### config.mk
export PLATFORM = sky130hd
export DESIGN_NAME = lsu_rmw
export DESIGN_NICKNAME = d
export VERILOG_FILES = /design/src/rtl/lsu_rmw.sv
export SDC_FILE = /design/constraint.sdc
export NUM_CORES = 1
export LEC_CHECK = 0
export BUFFER_PORTS_ARGS = -buffer_cell sky130_fd_sc_hd__buf_2
export CORE_ASPECT_RATIO = 1.5
export CORE_MARGIN = 10
export CORE_UTILIZATION = 30
export CTS_BUF_LIST = sky130_fd_sc_hd__clkbuf_16
export CTS_CLUSTER_DIAMETER = 80
export DETAILED_ROUTE_END_ITERATION = 7
export PLACE_DENSITY = 0.56
export SYNTH_ARGS = -nofsm -noshare
export SYNTH_HDL_FRONTEND = slang
export SYNTH_SLANG_ARGS = --single-unit
### constraint.sdc
create_clock -name i_clk -period 2.9 [get_ports i_clk]
set_clock_uncertainty 0.2 [all_clocks]
set_input_delay 0.145 -clock i_clk [delete_from_list [all_inputs] [get_ports i_clk]]
set_output_delay 0.145 -clock i_clk [all_outputs]
set_load 0.01 [all_outputs]
### src/rtl/lsu_rmw.sv
// ---------------------------------------------------------------------------
// lsu_rmw -- load/store unit between the execute stage and a byte-addressed,
// word-wide data memory that always writes all four bytes.
//
// RV32I loads (LB/LH/LW/LBU/LHU) and stores (SB/SH/SW) are turned into aligned
// whole-word accesses. Sub-word stores become read-modify-write sequences:
// the word is read, the selected lane(s) are replaced, and the word is
// written back. Load results are lane-selected and sign/zero-extended.
//
// Parameters
//   ADDR_W       width of i_addr / o_mem_addr
//   ALIGN_CHECK  1: misaligned halfword/word accesses raise o_err
//                0: low address bits are forced to natural alignment
//
// Ports
//   i_clk, i_rst          clock, synchronous active-high reset
//   i_req                 request strobe (sampled only in IDLE)
//   i_we                  1 = store, 0 = load
//   i_funct3              RV32I funct3 (size / signedness)
//   i_addr                byte address
//   i_wdata               store data (low bytes used for SB/SH)
//   o_busy                high while not IDLE
//   o_done                one-cycle completion pulse
//   o_err                 one-cycle error pulse, coincident with o_done
//   o_rdata               load result, held until the next load completes
//   o_mem_addr            word-aligned memory address
//   o_mem_wd              memory write word
//   o_mem_wen, o_mem_ren  memory write / read enables
//   i_mem_rd              memory read word (combinational read)
// ---------------------------------------------------------------------------
module lsu_rmw #(
    parameter int unsigned ADDR_W      = 32,
    parameter int unsigned ALIGN_CHECK = 1
) (
    input  logic              i_clk,
    input  logic              i_rst,
    input  logic              i_req,
    input  logic              i_we,
    input  logic [2:0]        i_funct3,
    input  logic [ADDR_W-1:0] i_addr,
    input  logic [31:0]       i_wdata,
    output logic              o_busy,
    output logic              o_done,
    output logic              o_err,
    output logic [31:0]       o_rdata,
    output logic [ADDR_W-1:0] o_mem_addr,
    output logic [31:0]       o_mem_wd,
    output logic              o_mem_wen,
    output logic              o_mem_ren,
    input  logic [31:0]       i_mem_rd
);

    typedef enum logic [1:0] {
        S_IDLE = 2'd0,
        S_RD   = 2'd1,
        S_WR   = 2'd2,
        S_RESP = 2'd3
    } state_t;

    state_t              r_state;
    state_t              w_state_next;

    logic                r_we;
    logic [2:0]          r_funct3;
    logic [ADDR_W-1:0]   r_addr;
    logic [31:0]         r_wdata;
    logic [31:0]         r_merge;
    logic [31:0]         r_rdata;
    logic                r_err;

    // ------------------------------------------------------------------
    // Request decode (from the live inputs, used only at acceptance)
    // ------------------------------------------------------------------
    logic                w_legal;
    logic                w_misal;
    logic                w_req_err;
    logic [ADDR_W-1:0]   w_addr_fix;

    always_comb begin
        w_legal = 1'b0;
        if (i_we) begin
            w_legal = (i_funct3 == 3'b000) || (i_funct3 == 3'b001) ||
                      (i_funct3 == 3'b010);
        end else begin
            w_legal = (i_funct3 == 3'b000) || (i_funct3 == 3'b001) ||
                      (i_funct3 == 3'b010) || (i_funct3 == 3'b100) ||
                      (i_funct3 == 3'b101);
        end

        w_misal = ((i_funct3[1:0] == 2'b01) && i_addr[0]) ||
                  ((i_funct3[1:0] == 2'b10) && (i_addr[1:0] != 2'b00));

        w_req_err = !w_legal || ((ALIGN_CHECK != 0) && w_misal);

        // Forcing natural alignment is a no-op for aligned requests, and
        // misaligned ones only survive to use this address when the check
        // is disabled, so the forcing can be applied unconditionally.
        w_addr_fix = i_addr;
        if (i_funct3[1:0] == 2'b01) begin
            w_addr_fix[0] = 1'b0;
        end else if (i_funct3[1:0] == 2'b10) begin
            w_addr_fix[1:0] = 2'b00;
        end
    end

    // ------------------------------------------------------------------
    // Next-state logic
    // ------------------------------------------------------------------
    always_comb begin
        w_state_next = r_state;
        case (r_state)
            S_IDLE: begin
                if (i_req) begin
                    if (w_req_err) begin
                        w_state_next = S_RESP;
                    end else if (!i_we) begin
                        w_state_next = S_RD;
                    end else if (i_funct3[1:0] == 2'b10) begin
                        w_state_next = S_WR;   // SW needs no read
                    end else begin
                        w_state_next = S_RD;   // SB/SH: read first, then merge
                    end
                end
            end
            S_RD:    w_state_next = r_we ? S_WR : S_RESP;
            S_WR:    w_state_next = S_RESP;
            S_RESP:  w_state_next = S_IDLE;
            default: w_state_next = S_IDLE;
        endcase
    end

    // ------------------------------------------------------------------
    // Load extraction from the combinational memory read word
    // ------------------------------------------------------------------
    logic [7:0]  w_ld_byte;
    logic [15:0] w_ld_half;
    logic [31:0] w_ld_val;

    always_comb begin
        w_ld_byte = i_mem_rd[{r_addr[1:0], 3'b000} +: 8];
        w_ld_half = i_mem_rd[{r_addr[1], 4'b0000} +: 16];
        case (r_funct3)
            3'b000:  w_ld_val = {{24{w_ld_byte[7]}}, w_ld_byte};
            3'b001:  w_ld_val = {{16{w_ld_half[15]}}, w_ld_half};
            3'b100:  w_ld_val = {24'h000000, w_ld_byte};
            3'b101:  w_ld_val = {16'h0000, w_ld_half};
            default: w_ld_val = i_mem_rd;
        endcase
    end

    // ------------------------------------------------------------------
    // Store merge: each byte lane takes either new store data or the word
    // captured during RD. SW selects all four lanes, so the merge register
    // never contributes to a full-word store.
    // ------------------------------------------------------------------
    logic [3:0]  w_lane_sel;
    logic [31:0] w_mem_wd;

    for (genvar gi = 0; gi < 4; gi++) begin : g_lane
        localparam logic [1:0] LANE = 2'(gi);
        logic [7:0] w_src;

        assign w_lane_sel[gi] =
            (r_funct3[1:0] == 2'b10) ||
            ((r_funct3[1:0] == 2'b01) && (r_addr[1] == LANE[1])) ||
            ((r_funct3[1:0] == 2'b00) && (r_addr[1:0] == LANE));

        assign w_src = (r_funct3[1:0] == 2'b10) ? r_wdata[8*gi +: 8] :
                       (r_funct3[1:0] == 2'b01) ? r_wdata[8*(gi%2) +: 8] :
                                                  r_wdata[7:0];

        assign w_mem_wd[8*gi +: 8] = w_lane_sel[gi] ? w_src : r_merge[8*gi +: 8];
    end

    // ------------------------------------------------------------------
    // State and data registers
    // ------------------------------------------------------------------
    always_ff @(posedge i_clk) begin
        if (i_rst) begin
            r_state  <= S_IDLE;
            r_we     <= 1'b0;
            r_funct3 <= 3'b000;
            r_addr   <= '0;
            r_wdata  <= 32'h0;
            r_merge  <= 32'h0;
            r_rdata  <= 32'h0;
            r_err    <= 1'b0;
        end else begin
            r_state <= w_state_next;

            if ((r_state == S_IDLE) && i_req) begin
                r_we     <= i_we;
                r_funct3 <= i_funct3;
                r_addr   <= w_addr_fix;
                r_wdata  <= i_wdata;
                r_err    <= w_req_err;
            end

            if (r_state == S_RD) begin
                if (r_we) begin
                    r_merge <= i_mem_rd;
                end else begin
                    r_rdata <= w_ld_val;
                end
            end
        end
    end

    // ------------------------------------------------------------------
    // Outputs
    // ------------------------------------------------------------------
    // Enables are gated by reset so a reset landing in WR/RD never touches
    // memory in that cycle.
    assign o_mem_ren  = (r_state == S_RD) && !i_rst;
    assign o_mem_wen  = (r_state == S_WR) && !i_rst;
    assign o_mem_addr = {r_addr[ADDR_W-1:2], 2'b00};
    assign o_mem_wd   = w_mem_wd;
    assign o_busy     = (r_state != S_IDLE);
    assign o_done     = (r_state == S_RESP);
    assign o_err      = (r_state == S_RESP) && r_err;
    assign o_rdata    = r_rdata;

endmodule

* After elaboration in Yosys (flattened, before gate mapping) *
Cells that the tools add are included.

storage, ports and cells
  bits in registers = 135
  input port bits = 103
  output and inout port bits = 101
  logic and storage cells = 84

operators by class
  multiplexer cells = 19
  reduce and logical (&&, ||, !) cells = 35
  shift operators = 2
  eq/ne operators = 18
  bitwise logic cells = 2

operator list
  kind                                           count
  one-hot mux 32 bit (4 select lines)            1
  2-to-1 mux 8 bit                               8
  variable part select 32 x 6 -> 16 bit          1
  variable part select 32 x 6 -> 8 bit           1
  == test 2 bit, second input constant           6
  == test 3 bit, second input constant           4
  logical AND 1 bit                              12
  logical OR 1 bit                               12
  2-to-1 mux 2 bit                               5
  == test 2 x 1 -> 1 bit, second input constant  4
  one-hot mux 2 bit (4 select lines)             1
  == test 3 x 1 -> 1 bit, second input constant  2
  logical NOT 2 bit                              3
  logical NOT 3 bit                              2
  2-to-1 mux 1 bit                               4
  AND reduction 2 bit                            2
  nonzero test 2 bit                             2
  == test 3 x 2 -> 1 bit, second input constant  1
  logical NOT 1 bit                              2
  != test 2 bit, second input constant           1
  NOT 1 bit                                      2

* Longest topological paths before layout *
  word-level depth = 11
  depth in mapped cells = 8
  gate-level depth less buffers = 6

* Least setup slack after synthesis *
No wires, ideal clock.

  path kind = reg-to-reg
  from = register r_addr[0]
  to = register r_rdata[6] (netlist: o_rdata[6])
  stages on the path, launching flop included = 5
  period minus slack after synthesis = 1.768 ns
  data required time = 2.572 ns
  setup time = 0.128 ns
  arrival = 1.441 ns
  path buffers = 0
  slack = 1.132 ns
  path through = dfxtp_1 nor2b_4 mux4_2 a221oi_1 nor2_1

on the way
  longest elaborated chain between the ends = 2

ends and longest elaborated chain
  item                                  line  source
  from (decl)                           65    logic [ADDR_W-1:0] r_addr;
  from (signal assigned)                194   r_addr <= w_addr_fix;
  variable part select 32 x 6 -> 8 bit  140   w_ld_byte = i_mem_rd[{r_addr[1:0], 3'b000} +: 8];
  one-hot mux 32 bit (4 select lines)   142   case (r_funct3)
  to (signal assigned)                  203   r_rdata <= w_ld_val;
  to (decl)                             68    logic [31:0] r_rdata;

Every way passes these cells.
A chain may end at the register's enable or synchronous reset.

* Final worst setup path *
  from = register r_addr[1]
  to = output o_mem_wd[16]

on the way
  longest elaborated chain between the ends = 4
  elaborated cells on any way between the ends = 6
  classes of those cells = eq/ne (1); mux (1); reduce/logical (4)

ends and longest elaborated chain
  item                                                          line      source
  == test 2 bit / logical AND 1 bit (equally long branches)     166, 165
  logical AND 1 bit / logical OR 1 bit (equally long branches)  166, 164
  logical OR 1 bit (*)                                          165       ((r_funct3[1:0] == 2'b01) && (r_addr[1] == LANE[1])) ||
  2-to-1 mux 8 bit (*)                                          172       assign w_mem_wd[8*gi +: 8] = w_lane_sel[gi] ? w_src : r_merge[8*gi +: 8];
  to (decl)                                                     47        output logic [31:0] o_mem_wd,

Mark *: on every way between the ends. The rest lies on a longest branch, timed or not.

==> out/results.ini <==
[finish]
antenna_cells=0
fin_nets=1191
design_area_um2=9274
syn2layout_area_growth_pct=41.64
final_layout_size_suffix_gt1_frac=0.2719
final_cells=1368
layout_commonest_cell=nand2_1
final_core_utilization=0.4303
final_cell_mix=nand2_1 (237), buf_2 (200), dfxtp_1 (135)

[timing]
tns_ns=0
drv_slew=0
tightest_slew_ns=0.8783
hold_viol_final=0
rsz0062_at_grt=false
max_freq_mhz=364.5
period_share=0.9460
setup_viol=0
holdWs_ns=0.2497
relSlewSlack=0.4145
min_period_ns=2.743

[drt]
vias=6573
post_drt_wl_per_cell_um=17.80
drtIter0Drc=437
first_pass_iters=5
drc=0
drt_wl_total_um=24350
drtAntennaViolNets=0
via_per_inst=4.805

[die]
placementRows=66
die_x_um=140.6
start_util=0.3038
core_um2=21550
io_pins=204
die_height_um=200.9
die-area_um2=28260

[clock_tree]
cts_buffer_depth=2
cts.root.buffer_cell=clkbuf_16
post_cts_buffers=0
cts_sinks=135
cts_made_buffers=17
h-tree-depth=4
clkTransAtPathRegs_ns=0.06
cts_tree=done
clock_latency_ns=0.42

[synthesis]
synth_cell_types=57
syn_area_um2=6548
ys.flop_type=dfxtp_1
ys_warn_count=0
seq_area_frac_synth=0.4128
async_flop_share=0
synth-edff-count=0
syn_avg_cell_area_um2=7.956
synth_cells=823
ys_ff_latch=135

[power]
internal_power_w=0.004659
peakVddDrop_mv=0.4511
p_leak_nw=3.892
clockPowerShare=0.297
p_switching_w=0.002700
sequentialPowerShare=0.337
swShare=0.3669
power.density_nw_per_um2=793.5
combPwrFrac=0.366

[critical_path]
cp.required_ns=2.56
worst-r2r-setup-slack_ns=0.46
path_cells=a21oi_1 > a21oi_4 > mux2_2 > buf_2
arrival_ns=2.40
cp_max_fo=17
max_stage_delay_ns=0.80
start_kind=flop
crit_slowest_cell=dfxtp_1
path_class=reg2out
cp-end-kind=output pin

[place]
dpl.hpwl_um=17310
placed_area_um2=7523
portBuffers=201
dp.cells=1220
gp_congestion=0.8704

[min_path]
min_path_type=reg2reg

[global_route]
grt.overflow.total=0
grt_pass1_vias=6624
grt_max_degree=63
grt_use_total=0.1676
grt_pass1_wl_um=38040
antenna_found_initial=0

[job]
drv_cap=0

[outcome]
status=finished, final reports clean

==> power groups by stage <==
stage / clock network [W] / logic [W] / registers (W)
after floorplan: 0 / 0.00171 / 0.00251
after global placement: 0 / 0.00255 / 0.00251
after detailed placement: 0 / 0.00256 / 0.00251
after CTS: 0.00226 / 0.00272 / 0.00248
after global routing: 0.00234 / 0.00299 / 0.00252
final: 0.00219 / 0.00270 / 0.00248
==> cell families (layout without fill, tap and decap cells) <==
group	after synthesis	count (layout)	share of synthesized area
other cells	1	2	0.0005727
fa+ha+maj	5	5	0.009555
mux	35	35	0.06612
simple gates	316	316	0.2031
flops	135	135	0.4128
compound gates	232	232	0.2238
buf+inv	99	371	0.08408
==> worst paths after layout <==
kind / start / end / cells past startpoint
max: r_addr[1]$_SDFFE_PP0P_ / o_mem_wd[16] / 4
min: r_addr[8]$_SDFFE_PP0P_ / r_addr[8]$_SDFFE_PP0P_ / 2
max reg2reg: r_state[0]$_SDFFE_PP0P_ / r_wdata[9]$_SDFFE_PP0P_ / 7
min reg2reg: r_addr[8]$_SDFFE_PP0P_ / r_addr[8]$_SDFFE_PP0P_ / 2
==> area by class of cell <==
| cell class | instances | area (um^2) |
|---|---|---|
| fillers | 2162 | 12280 |
| multi-input cells | 590 | 3304 |
| flip-flops and latches | 135 | 2703 |
| repair buffers | 333 | 2315 |
| clock buffers | 17 | 425.4 |
| well taps | 272 | 340.3 |
| clock inverters | 15 | 163.9 |
| inverters | 6 | 22.52 |
==> registers in the layout (all words and copies together), names as in the netlist <==
signal / flops
r_wdata: 32
r_state: 2
r_addr: 32
r_funct3: 3
r_merge: 32
r_we: 1
o_rdata: 32
r_err: 1
==> per-stage QoR <==
stage	power [W]	setup WS, ns
floorplan	0.004223	1.132
global placement	0.005054	0.6577
detailed placement	0.005076	0.6099
CTS	0.007454	0.1488
global route	0.007848	0.03313
finish	0.007359	0.1567
==> worst max-delay path: cells and delay by family (launching register included) <==
kind,cells,cell delay [ns]
DFF,1,0.80
AOI/OAI and AO/OA,2,0.63
buffers and inverters,1,0.14
muxes,1,0.39
==> cells in the mapped netlist, types with 2 or more instances <==
cell type,instances,area [um^2]
nand2_1,238,893.4
dfxtp_1,135,2703
a21oi_1,129,645.6
clkbuf_1,37,138.9
buf_4,34,255.2
nor2_1,32,120.1
o21ai_0,23,115.1
mux2_2,20,225.2
nor2b_1,13,81.33
buf_2,11,55.05
nor3_1,11,55.05
o211ai_1,10,75.07
mux2i_1,8,80.08
o22ai_1,8,50.05
o31ai_1,8,60.06
a211o_1,7,61.31
a221oi_1,7,61.31
a22oi_1,7,52.55
a211oi_2,6,75.07
a21o_1,6,45.04
buf_1,6,22.52
nand3b_1,6,45.04
buf_6,5,56.30
ha_1,5,62.56
inv_1,5,18.77
a221oi_2,4,60.06
mux2_4,4,60.06
and2_1,3,18.77
nand2b_1,3,18.77
a31oi_1,2,12.51
mux2i_4,2,45.04
nand2_2,2,12.51
nand2b_4,2,27.53
==> routing by layer <==
| layer | up-vias | part of all wire | routed length, um | GRT usage |
|---|---|---|---|---|
| met4 | 0 | 0.033 | 814 | 0.07544 |
| met1 | 3003 | 0.42 | 10170 | 0.1944 |
| met5 | - | 0 | 0 | 0 |
| met3 | 51 | 0.053 | 1280 | 0.04285 |
| met2 | 220 | 0.50 | 12080 | 0.2815 |
| li1 | 3299 | - | - | - |
==> timing repair <==
item | CTS | global route
hold endpoints to repair | 134 | 0
resized for setup | 0 | 0
hold buffers | 116 | 0
Power figures use the tool's default switching activity.
